==> src/rtl/spi_txn_ctrl.sv <==
// -----------------------------------------------------------------------------
// spi_txn_ctrl
//
// Multi-byte transaction controller that sits in front of a byte-level SPI
// master. It accepts a request of 1..MAX_BYTES bytes and feeds the bytes one at
// a time over the tx_data/tx_valid/tx_done handshake. It collects the MISO
// byte returned for each byte sent, and returns the whole receive buffer on a
// valid/ready response port. Bytes are presented back-to-back so that the
// master keeps chip select asserted for the whole transaction.
//
// Optional feature: define SPI_TXN_TIMEOUT_EN to build a per-byte watchdog
// (TIMEOUT_CYCLES). When it is not defined, SEND waits indefinitely for
// m_tx_done.
//
// Ports
//   clk, rst     : single clock; asynchronous active-high reset
//   req_valid    : request present (sampled only in IDLE)
//   req_ready    : high only in IDLE
//   req_len      : number of bytes to transfer (1..MAX_BYTES; others rejected)
//   req_wdata    : TX bytes, byte i at [8i+7:8i], byte 0 sent first
//   rsp_valid    : response present (RESP state)
//   rsp_ready    : response accepted
//   rsp_len      : bytes actually completed
//   rsp_rdata    : RX bytes, same packing as req_wdata, unused bytes zero
//   rsp_err      : bad length or watchdog expiry
//   m_tx_data    : byte to the SPI master
//   m_tx_valid   : byte pending to the SPI master
//   m_tx_done    : one-cycle pulse, master finished the current byte
//   m_rx_data    : received byte, valid in the m_tx_done cycle
//   busy         : controller not in IDLE
// -----------------------------------------------------------------------------
module spi_txn_ctrl #(
  parameter int MAX_BYTES      = 8,
  parameter int LEN_W          = $clog2(MAX_BYTES + 1),
  parameter int TIMEOUT_CYCLES = 1024
) (
  input  logic                   clk,
  input  logic                   rst,
  input  logic                   req_valid,
  output logic                   req_ready,
  input  logic [LEN_W-1:0]       req_len,
  input  logic [8*MAX_BYTES-1:0] req_wdata,
  output logic                   rsp_valid,
  input  logic                   rsp_ready,
  output logic [LEN_W-1:0]       rsp_len,
  output logic [8*MAX_BYTES-1:0] rsp_rdata,
  output logic                   rsp_err,
  output logic [7:0]             m_tx_data,
  output logic                   m_tx_valid,
  input  logic                   m_tx_done,
  input  logic [7:0]             m_rx_data,
  output logic                   busy
);

  localparam int               IDX_W   = (MAX_BYTES > 1) ? $clog2(MAX_BYTES) : 1;
  localparam logic [LEN_W-1:0] MAX_LEN = LEN_W'(MAX_BYTES);

  typedef enum logic [1:0] {
    IDLE,
    SEND,
    RESP
  } state_t;

  state_t state;
  state_t state_next;

  logic [MAX_BYTES-1:0][7:0] tx_buf;
  logic [MAX_BYTES-1:0][7:0] rx_buf;
  logic [LEN_W-1:0]          len;
  logic [IDX_W-1:0]          idx;

  logic accept;
  logic bad_len;
  logic last_byte;
  logic expire;

  assign accept  = (state == IDLE) && req_valid;
  assign bad_len = (req_len == '0) || (req_len > MAX_LEN);

  // Compare at LEN_W bits so a full-length transfer (len == MAX_BYTES) does
  // not wrap the index arithmetic.
  assign last_byte = ((LEN_W'(idx) + LEN_W'(1)) == len);

  assign rsp_rdata = rx_buf;

`ifdef SPI_TXN_TIMEOUT_EN
  localparam int               TMO_W    = (TIMEOUT_CYCLES > 1) ? $clog2(TIMEOUT_CYCLES) : 1;
  localparam logic [TMO_W-1:0] TMO_LAST = TMO_W'(TIMEOUT_CYCLES - 1);

  logic [TMO_W-1:0] tmo;

  // m_tx_done in the expiry cycle takes priority: the byte completes normally.
  assign expire = (state == SEND) && !m_tx_done && (tmo == TMO_LAST);

  // Cleared whenever a byte is first presented; counts SEND cycles waiting
  // for m_tx_done. Expiry leaves SEND, so the counter never wraps.
  always_ff @(posedge clk or posedge rst) begin
    if (rst) begin
      tmo <= '0;
    end else if (accept || ((state == SEND) && m_tx_done)) begin
      tmo <= '0;
    end else if (state == SEND) begin
      tmo <= tmo + 1'b1;
    end
  end
`else
  assign expire = 1'b0;

  // TIMEOUT_CYCLES is kept for drop-in instantiation; no watchdog is built.
  logic unused_tmo_cfg;
  assign unused_tmo_cfg = ^TIMEOUT_CYCLES;
`endif

  // State register
  always_ff @(posedge clk or posedge rst) begin
    if (rst) begin
      state <= IDLE;
    end else begin
      state <= state_next;
    end
  end

  // Next-state logic
  always_comb begin
    state_next = state;
    unique case (state)
      IDLE: begin
        if (req_valid) begin
          state_next = bad_len ? RESP : SEND;
        end
      end
      SEND: begin
        if ((m_tx_done && last_byte) || expire) begin
          state_next = RESP;
        end
      end
      RESP: begin
        if (rsp_ready) begin
          state_next = IDLE;
        end
      end
      default: state_next = IDLE;
    endcase
  end

  // Output decode
  always_comb begin
    req_ready  = 1'b0;
    busy       = 1'b1;
    m_tx_valid = 1'b0;
    m_tx_data  = '0;
    rsp_valid  = 1'b0;
    unique case (state)
      IDLE: begin
        req_ready = 1'b1;
        busy      = 1'b0;
      end
      SEND: begin
        m_tx_valid = 1'b1;
        m_tx_data  = tx_buf[idx];
      end
      RESP: begin
        rsp_valid = 1'b1;
      end
      default: begin
        busy = 1'b0;
      end
    endcase
  end

  // Transaction datapath: request latch, byte index, RX buffer and the
  // response fields, which stay frozen for the whole of RESP.
  always_ff @(posedge clk or posedge rst) begin
    if (rst) begin
      tx_buf  <= '0;
      rx_buf  <= '0;
      len     <= '0;
      idx     <= '0;
      rsp_len <= '0;
      rsp_err <= 1'b0;
    end else if (accept) begin
      tx_buf  <= req_wdata;
      len     <= req_len;
      rx_buf  <= '0;
      idx     <= '0;
      rsp_len <= '0;
      rsp_err <= bad_len;
    end else if (state == SEND) begin
      if (m_tx_done) begin
        rx_buf[idx] <= m_rx_data;
        if (last_byte) begin
          rsp_len <= len;
          rsp_err <= 1'b0;
        end else begin
          idx <= idx + 1'b1;
        end
      end else if (expire) begin
        // idx equals the number of bytes already completed.
        rsp_len <= LEN_W'(idx);
        rsp_err <= 1'b1;
      end
    end
  end

endmodule
==> config.mk <==
export PLATFORM = sky130hd
export DESIGN_NAME = spi_txn_ctrl
export DESIGN_NICKNAME = d
export VERILOG_FILES = /design/src/rtl/spi_txn_ctrl.sv
export SDC_FILE = /design/constraint.sdc
export NUM_CORES = 1
export LEC_CHECK = 0
export BUFFER_PORTS_ARGS = -buffer_cell sky130_fd_sc_hd__clkbuf_2
export CAP_MARGIN = 5
export CORE_UTILIZATION = 50
export CTS_BUF_LIST = sky130_fd_sc_hd__clkbuf_8
export CTS_CLUSTER_DIAMETER = 30
export DETAILED_ROUTE_END_ITERATION = 10
export GPL_TIMING_DRIVEN = 0
export PLACE_DENSITY = 0.79
export RECOVER_POWER = 100
export SLEW_MARGIN = 30
export SYNTH_ARGS = -nofsm -noshare
export SYNTH_HDL_FRONTEND = slang
export SYNTH_SLANG_ARGS = --single-unit
==> constraint.sdc <==
create_clock -name clk -period 4.9 [get_ports clk]
set_input_delay 0.98 -clock clk [delete_from_list [all_inputs] [get_ports clk]]
set_output_delay 0.98 -clock clk [all_outputs]
set_load 0.02 [all_outputs]
==> summary.txt <==
Power
  – LEAKAGE: 3.82 nW
  – Final Power: 3.86 mW
  – Max IR drop VDD: 0.291 mV
  – Pwr dens: 507 nW/um^2

Clocking
  – CTS sink cnt: 142
  – Post-CTS Hold Fix Bufs: 0
  – H-tree lvl count: 4
  – Worst skew pair latency: 0.45 ns
  – CTS tree: done
  – Post-CTS Setup Bufs: 0
  – Clk slew on worst S/H paths: 0.08 ns
  – TritonCTS buffer count: 17
  – Clock Tree Buf Depth: 2
  – Root buffer cell: clkbuf_8
  – PostCTS Resize Cnt: 0

Timing
  – Worst setup margin: 1.15 ns
  – Max-slew violations: 86
  – RSZ-0062 raised after global routing: false
  – Max Fclk: 267 MHz
  – Slew @ Worst Pin: 2.69 ns
  – Fin. Hold Viols: 0
  – Period Utilization, post-route: 0.765
  – Period minus WS final: 3.75 ns
  – Minimum hold slack: 0.478 ns
  – Setup-failing EPs final: 0
  – Worst rel slew slack: -0.804
  – Clk_skew: 0.0156 ns

Floorplanning
  – IO Pins: 162
  – Initial Util: 0.522
  – Site Rows: 40
  – Chip Width: 115 um
  – Die ar.: 13,200 um^2
  – Core ar.: 12,200 um^2
  – Die Span Y: 115 um

Worst setup path
  – Worst setup endpoint: m_tx_data[3]
  – Nature of the critical path startpoint: flip-flop
  – Flop-to-flop setup slack: 2.00 ns
  – Register-to-Register Path Depth: 6
  – Worst Setup SP: idx[1]
  – R2r startpoint: state[1]
  – RR Endpoint: rsp_rdata[21]
  – WP data required: 3.92 ns
  – CP Max Fanout: 10
  – CP endpoint kind: output port
  – Worst Setup Path Type: reg2out
  – Critical Path AT: 2.77 ns

Detailed routing
  – Detail Route Antenna Nets: 0
  – Final WL: 16,700 um
  – Pre-antenna DRT Iters: 5
  – DR iter-0 viols: 413
  – WL per Instance: 16.7 um
  – Residual DRC count: 0
  – Via-to-Cell Ratio: 5.24
  – Via count: 5,266

Global route
  – GRT Residual Overflow: 0
  – Initial antenna violation count: 0
  – Total GRT Usage: 0.271
  – Number of global-route vias before repair: 5,205
  – Largest net degree at the start of global routing: 85
  – First-pass GRT wire length: 26,500 um

Place
  – DP Cell Count: 973
  – Port Buffer Count: 153
  – Gpl congestion: 0.845
  – DP HPWL: 11,900 um
  – Pre-CTS setup slack: 2.06 ns

Logic synthesis
  – Yosys reg bits: 142
  – EDFF count, synth: 0
  – Top_reg_cell synth: dfrtp_1
  – Synth top area share: 0.557
  – Most repeated cell in the gate-level netlist after synthesis: nand2_1
  – Syn_nets: 736
  – Synthesized area: 6380 um^2
  – Warnings, synthesis: 0
  – Distinct cells, synth: 44
  – Synth async-reset ratio: 1.00
  – Mean post-synth cell area: 9.80 um^2
  – Synth top cells by count: 218 x nand2_1, 142 x dfrtp_1, 76 x mux2i_1, 76 x nor2_1, 30 x clkbuf_1
  – Synth Instances: 651
  – Register area share after synthesis: 0.557
  – Synth area leaders: dfrtp_1 56%, nand2_1 13%, mux2i_1 12%
  – Cell taking the most area after synthesis: dfrtp_1

Cells and area
  – Final nets: 909
  – Number of diodes: 0
  – Filler cell count: 1,108
  – P&R area growth vs syn: 19.4%
  – Non-Filler Instances: 1,005
  – Share of cells above drive strength 1: 0.152
  – Register area: 3550 um^2
  – Multi-input logic area: 2580 um^2
  – Final Util: 0.624

Hold path
  – Worst Hold Launch: tx_buf[21]
  – Hold Crit Class: reg2reg

Run
  – Max-capacitance violation count: 4

Status
  – Status: finished with violations
  – Failing checks: max-capacitance violations, max-slew violations
## cell families (layout without fill, tap and decap cells)
| logic type | after synthesis | after routing | synth area share |
|---|---|---|---|
| xor+xnor | 5 | 5 | 0.00687 |
| fa+ha+maj | 4 | 4 | 0.00785 |
| compound gates | 40 | 40 | 0.0406 |
| flops | 142 | 142 | 0.557 |
| mux | 84 | 84 | 0.144 |
| simple gates | 329 | 329 | 0.213 |
| buf+inv | 47 | 233 | 0.0302 |
## placed cells by master, fill, tap and decap left out, types with 4 or more instances in the layout
cell / Yosys / routed
clkbuf_1: 30 / 111
a21oi_1: 11 / 12
nand2_1: 218 / 219
dfrtp_1: 142 / 142
nand2b_1: 4 / 4
inv_1: 7 / 7
nand3_1: 8 / 9
nor2_1: 76 / 76
inv_6: 0 / 5
ha_1: 4 / 4
clkbuf_8: 0 / 19
mux4_2: 6 / 6
o21ai_0: 8 / 9
mux2i_1: 76 / 76
and2_1: 4 / 4
clkbuf_2: 0 / 77
nor3_1: 2 / 5
a22oi_1: 4 / 4
## per-layer routing
metal	track usage	vias to the layer above	part of all wire
li1	-	2470	-
met4	0.115	0	0.027
met1	0.349	2573	0.42
met3	0.0854	27	0.076
met5	0	-	0
met2	0.425	196	0.47
## area by class of cell
cell class | count | area share
plain buffers | 40 | 0.0212
clock buffers | 19 | 0.0343
clock inverters | 13 | 0.0169
inverters | 7 | 0.00361
multi-input cells | 462 | 0.338
flip-flops and latches | 142 | 0.466
well taps | 168 | 0.0276
repair buffers | 154 | 0.0917
## power by group
part           switching [mW]  internal [mW]  leakage [nW]
Sequential              0.193           1.49          1.87
Clock                   0.478          0.439         0.193
Combinational           0.818          0.441          1.75
Total                    1.49           2.37          3.82
## per-stage QoR
step | cell area (um^2) | setup TNS, ns
floorplan | 6380 | 0
CTS | 7780 | 0
global placement | 7350 | -209.25
finish | 7620 | 0
detailed placement | 7390 | 0
global route | 7620 | 0
## worst min-delay path by stage
stage                       endpoint  slack [ns]  depth (start not counted)
after floorplan           tx_buf[21]        0.44                          2
after global placement    tx_buf[63]        0.45                          2
after detailed placement  tx_buf[21]        0.46                          2
after CTS                 tx_buf[21]        0.48                          2
after global routing      tx_buf[51]        0.49                          2
final                     tx_buf[21]        0.48                          2
## critical path: stages (launching register included)
cell      delay, ns
dfrtp_1        0.41
buf_4          0.24
clkbuf_1       0.44
clkbuf_1       0.47
nand3b_1       0.14
a21oi_1        0.17
nor3_1         0.08
nor2_1         0.14
clkbuf_1       0.25
## sequential cells by signal (all words and copies together), names as in the netlist
signal,flops
rsp_len,4
idx,3
tx_buf,64
rsp_rdata,64
len,4
rsp_err,1
state,2
No activity file was read; power rests on OpenSTA's default activity.
